File: src/rtl/encoding_cont_if.sv
// Message/codeword bus between the message source and the RS(15,9) encoder controller.
interface encoding_cont_if;
    logic [35:0] message;
    logic        encodeMessage;
    logic [59:0] codeWordVector;
    logic        encoderBusy;

    modport master (
        output message,
        output encodeMessage,
        input  codeWordVector,
        input  encoderBusy
    );

    modport slave (
        input  message,
        input  encodeMessage,
        output codeWordVector,
        output encoderBusy
    );
endinterface

File: src/rtl/encoding_cont.sv
// Systematic RS(15,9) encoder over GF(16): serial LFSR parity generation, one symbol per clock,
// with a registered 60-bit codeword and a busy flag.
module encoding_cont (
    input  logic            clk,
    input  logic            rst,
    encoding_cont_if.slave  bus
);
    localparam int unsigned SYM_W = 4;
    localparam int unsigned K     = 9;
    localparam int unsigned NPAR  = 6;
    localparam int unsigned MSG_W = K * SYM_W;
    localparam int unsigned CW_W  = MSG_W + NPAR * SYM_W;
    localparam int unsigned CNT_W = 4;

    // Generator coefficients g5..g0 (monic x^6 term implicit).
    localparam logic [NPAR-1:0][SYM_W-1:0] GEN = {4'h7, 4'h9, 4'h3, 4'hC, 4'hA, 4'hC};

    typedef enum logic [1:0] {IDLE, SHIFT, DONE} state_t;

    state_t                        state, next_state;
    logic [MSG_W-1:0]              msg_sr;
    logic [NPAR-1:0][SYM_W-1:0]    par, par_nxt;
    logic [CNT_W-1:0]              cnt;
    logic [CW_W-1:0]               cw;
    logic                          busy;
    logic [SYM_W-1:0]              fb;

    // Multiply by a constant in GF(16), x^4+x+1; constant operands fold into an XOR network.
    function automatic logic [SYM_W-1:0] gf_mul(input logic [SYM_W-1:0] a,
                                                input logic [SYM_W-1:0] b);
        logic [SYM_W-1:0] acc;
        logic [SYM_W-1:0] x;
        acc = '0;
        x   = a;
        for (int i = 0; i < int'(SYM_W); i++) begin
            if (b[i]) acc = acc ^ x;
            x = {x[SYM_W-2:0], 1'b0} ^ (x[SYM_W-1] ? 4'h3 : 4'h0);
        end
        return acc;
    endfunction

    always_ff @(posedge clk or posedge rst) begin
        if (rst) state <= IDLE;
        else     state <= next_state;
    end

    always_comb begin
        next_state = state;
        unique case (state)
            IDLE:    if (bus.encodeMessage) next_state = SHIFT;
            SHIFT:   if (cnt == CNT_W'(K - 1)) next_state = DONE;
            DONE:    next_state = IDLE;
            default: next_state = IDLE;
        endcase
    end

    // One LFSR division step with the top message symbol.
    always_comb begin
        fb         = msg_sr[MSG_W-1 -: SYM_W] ^ par[NPAR-1];
        par_nxt    = '0;
        par_nxt[0] = gf_mul(fb, GEN[0]);
        for (int i = 1; i < int'(NPAR); i++) begin
            par_nxt[i] = par[i-1] ^ gf_mul(fb, GEN[i]);
        end
    end

    // Message register rotates a full turn over nine shifts, so it is intact again at DONE.
    always_ff @(posedge clk or posedge rst) begin
        if (rst) begin
            msg_sr <= '0;
            par    <= '0;
            cnt    <= '0;
            cw     <= '0;
            busy   <= 1'b0;
        end else begin
            busy <= (next_state != IDLE);
            unique case (state)
                IDLE: begin
                    if (bus.encodeMessage) begin
                        msg_sr <= bus.message;
                        par    <= '0;
                        cnt    <= '0;
                    end
                end
                SHIFT: begin
                    msg_sr <= {msg_sr[MSG_W-SYM_W-1:0], msg_sr[MSG_W-1 -: SYM_W]};
                    par    <= par_nxt;
                    cnt    <= cnt + CNT_W'(1);
                end
                DONE:    cw <= {msg_sr, par};
                default: ;
            endcase
        end
    end

    assign bus.codeWordVector = cw;
    assign bus.encoderBusy    = busy;
endmodule

File: src/flat_wrapper.sv
// flat-port wrapper written by rule: the top's interface ports become plain ports
module encoding_cont_flat 
  (clk, rst, bus_message, bus_encodeMessage, bus_codeWordVector, bus_encoderBusy);
  encoding_cont_if bus_i ();
  input  logic clk;
  input  logic rst;
  input wire logic [$bits(bus_i.message)-1:0] bus_message;
  input wire logic [$bits(bus_i.encodeMessage)-1:0] bus_encodeMessage;
  output wire logic [$bits(bus_i.codeWordVector)-1:0] bus_codeWordVector;
  output wire logic [$bits(bus_i.encoderBusy)-1:0] bus_encoderBusy;
  assign bus_i.message = bus_message;
  assign bus_i.encodeMessage = bus_encodeMessage;
  assign bus_codeWordVector = bus_i.codeWordVector;
  assign bus_encoderBusy = bus_i.encoderBusy;
  encoding_cont u_core (.clk(clk), .rst(rst), .bus(bus_i));
endmodule
File: config.mk
export PLATFORM = sky130hd
export DESIGN_NAME = encoding_cont_flat
export DESIGN_NICKNAME = d
export VERILOG_FILES = /design/src/rtl/encoding_cont_if.sv /design/src/rtl/encoding_cont.sv /design/src/flat_wrapper.sv
export SDC_FILE = /design/constraint.sdc
export NUM_CORES = 1
export LEC_CHECK = 0
export ABC_CLOCK_PERIOD_IN_PS = 6500
export CAP_MARGIN = 15
export CORE_MARGIN = 1
export CORE_UTILIZATION = 30
export CTS_CLUSTER_SIZE = 40
export DETAILED_ROUTE_END_ITERATION = 6
export GPL_TIMING_DRIVEN = 0
export PLACE_DENSITY = 0.49
export SYNTH_ARGS = -nofsm -noshare
export SYNTH_HDL_FRONTEND = slang
export SYNTH_SLANG_ARGS = --single-unit
File: constraint.sdc
create_clock -name clk -period 6.5 [get_ports clk]
set_input_delay 0.65 -clock clk [delete_from_list [all_inputs] [get_ports clk]]
set_output_delay 0.65 -clock clk [all_outputs]
set_load 0.03 [all_outputs]
==> results.toml <==
[clocking]
clk_latency_ps = 420
ctsResizeCount = 0
postCtsHoldBufs = 0
post_cts_buffers = 0
clock_path_buffers = 2
h-tree-depth = 4
clk_pin_slew_ps = 60
cts_buffers = 17
numClockSinks = 127
cts-root-buf = "clkbuf_16"
cts_tree = "done"

[critical_path]
cp-start-kind = "flop"
worst_ep_arrival_time_ps = 1480
path_class = "reg2out"
crit_family = "buffers and inverters"
crit_fanout = 2
worst_r2r_endpoint = "u_core.bus.codeWordVector[49]"
r2r_slack_ps = 4450
slowest_delay_ps = 730
worst-path-buf-inv = 1
cp-end-kind = "output pin"
r2r_start = "u_core.state[0]"
r2r_cells = 5
startpoint = "u_core.bus.codeWordVector[55]"
slowest_stage = "clkdlybuf4s50_1"
crit_chain = "clkdlybuf4s50_1"
cp_data_required_time_ps = 5850

[timing]
finalHoldViolCount = 0
max_slew_margin_pct = 57.6
slew_violations = 0
post-route-period-util_pct = 32.8
setup_viol = 0
timing.hold.ws_ps = 503
fmaxAchievable_mhz = 469
rsz0062_at_grt = "no"
finalCriticalPeriod_ps = 2130
layout_setup_ws_ps = 4370
tightest_slew_ps = 636
fin_worst_skew_ps = 10.1
fin_tns_setup_ps = 0

[floorplan]
start_util_pct = 30.8
dieWidth_um = 135
die_y_um = 135
die_area_um2 = 18300
io_pins = 100
core_area_um2 = 17300
rows = 48

[final_layout]
layout_commonest_cell = "dfrtp_1"
nets = 594
fill_cells = 1652
final_area_um2 = 7300
drive_gt1_share_pct = 18.7
instances_no_fill = 791
area_growth_pct = 37.0
num_antenna_cells = 0
final_cell_mix = "dfrtp_1 (127), clkdlybuf4s50_1 (99), nand2_1 (62)"
utilization_pct = 42.2

[route]
firstDrtPassIters = 4
routed_wl_um = 12900
first_iter_violations = 173
num_vias = 3666
wire_per_inst_um = 16.3
ant_nets = 0
via_per_inst = 4.63
drc = 0

[global_routing]
antenna_found_initial = 0
grt.overflow.total = 0
first_global_vias = 3980
grt_pass1_wl_um = 21600
grt_usage_pct = 15.8
grt_start_max_net_pins = 87

[hold_path]
min_from = "u_core.bus.codeWordVector[28]"
hold_path_end = "u_core.bus.codeWordVector[28]"
hold_class = "reg2reg"
min_path_cells = 1

[logic_synthesis]
syn_inst = 434
ys_warn_count = 0
yosysTopAreaCellShare_pct = 59.7
ys_seq_area_share_pct = 59.7
synth_cell_types = 28
synth_top_family_by_area = "multiplexers"
synth_mux_area_share_pct = 12.9
synthAdderAreaFrac_pct = 0.470
yosys-top-cells-area = "dfrtp_1 (60%), mux2_2 (13%), o21ai_0 (5.4%), a22oi_1 (5.1%), nand2_1 (4.4%)"
synth_top_area_cell = "dfrtp_1"
syn-num-nets = 475
avgSynthCellArea_um2 = 12.3
synth_simple_gate_area_share_pct = 5.64
ys_seq_elements = 127
synth_compound_area_share_pct = 11.4
synthXorXnorAreaFrac_pct = 7.54
netlist_area_um2 = 5330

[outcome]
status = "finished clean"

[run]
cap_violations = 0

[placed_design]
dpl_worst_slack_ps = 3910
portBuffers = 99
place_inst = 759
gp_congestion = 0.772
place_area_um2 = 6630
dp_hpwl_um = 9030

[pwr]
p_leak_nw = 3.18
powerDensity_nw_per_um2 = 574
ir_worst_vdd_mv = 0.236
finalPower_mw = 4.19
[per-layer routing]
| layer | global-route usage (%) | vias up | share of wire [%] |
|---|---|---|---|
| met2 | 25.1 | 79 | 47 |
| met4 | 5.06 | 0 | 1.1 |
| met1 | 19.7 | 1820 | 45 |
| li1 | - | 1755 | - |
| met3 | 5.99 | 12 | 6.1 |
| met5 | 0 | - | 0 |
[flip-flops by register name (all words and copies together), names as in the netlist]
name,flops
u_core.par,24
u_core.cnt,4
u_core.bus.codeWordVector,60
u_core.msg_sr,36
u_core.state,2
u_core.bus.encoderBusy,1
[cells by family (layout without fill, tap and decap cells)]
group,count (synthesis),count (layout)
buffers and inverters,33,165
muxes,61,61
xor gates and xnor gates,36,36
adders and majority gates,2,2
DFF,127,127
AOI/OAI and AO/OA,101,101
and+or+nand+nor,74,74
[how the worst max path moves through the flow]
stage | slack, ps | to | cells after the start
floorplan | 2470 | u_core.bus.codeWordVector[0] | 1
global placement | 550 | u_core.bus.codeWordVector[43] | 2
detailed placement | 3910 | u_core.msg_sr[31] | 6
CTS | 4340 | u_core.msg_sr[31] | 6
global route | 4170 | u_core.msg_sr[29] | 6
finish | 4370 | bus_codeWordVector[55] | 1
[where the power goes]
part           switching [mW]  internal (mW)  total (mW)
registers               0.261           1.13        1.39
clock network           0.358          0.704        1.06
logic                   0.918          0.820        1.74
total                    1.54           2.65        4.19
[area by class of cell]
cell class	instances	area (um^2)	area share, %
buffer	29	115	1.58
sequential	127	3180	43.6
clock inverter	12	208	2.85
timing repair buffer	100	1020	14.0
multi-input combinational	274	2020	27.7
clock buffer	20	457	6.26
tap	225	282	3.86
inverter	4	20.0	0.274
[cell usage after synthesis]
cell	number
nor3_1	1
inv_1	4
a21o_1	1
xnor2_1	9
xor2_2	1
nor2b_1	2
or2_2	1
clkbuf_1	21
ha_1	2
o21ai_1	4
dfrtp_1	127
xor2_1	20
buf_1	3
nand2_1	62
nand3_1	1
xnor2_2	2
mux2_2	61
nand2b_1	2
a22oi_1	36
xnor2_4	1
buf_2	5
xor3_1	1
o21ai_0	58
nand4b_1	1
nor2_1	3
xnor3_2	2
and2_1	1
a22o_1	2
(Power assumes the default switching activity.)
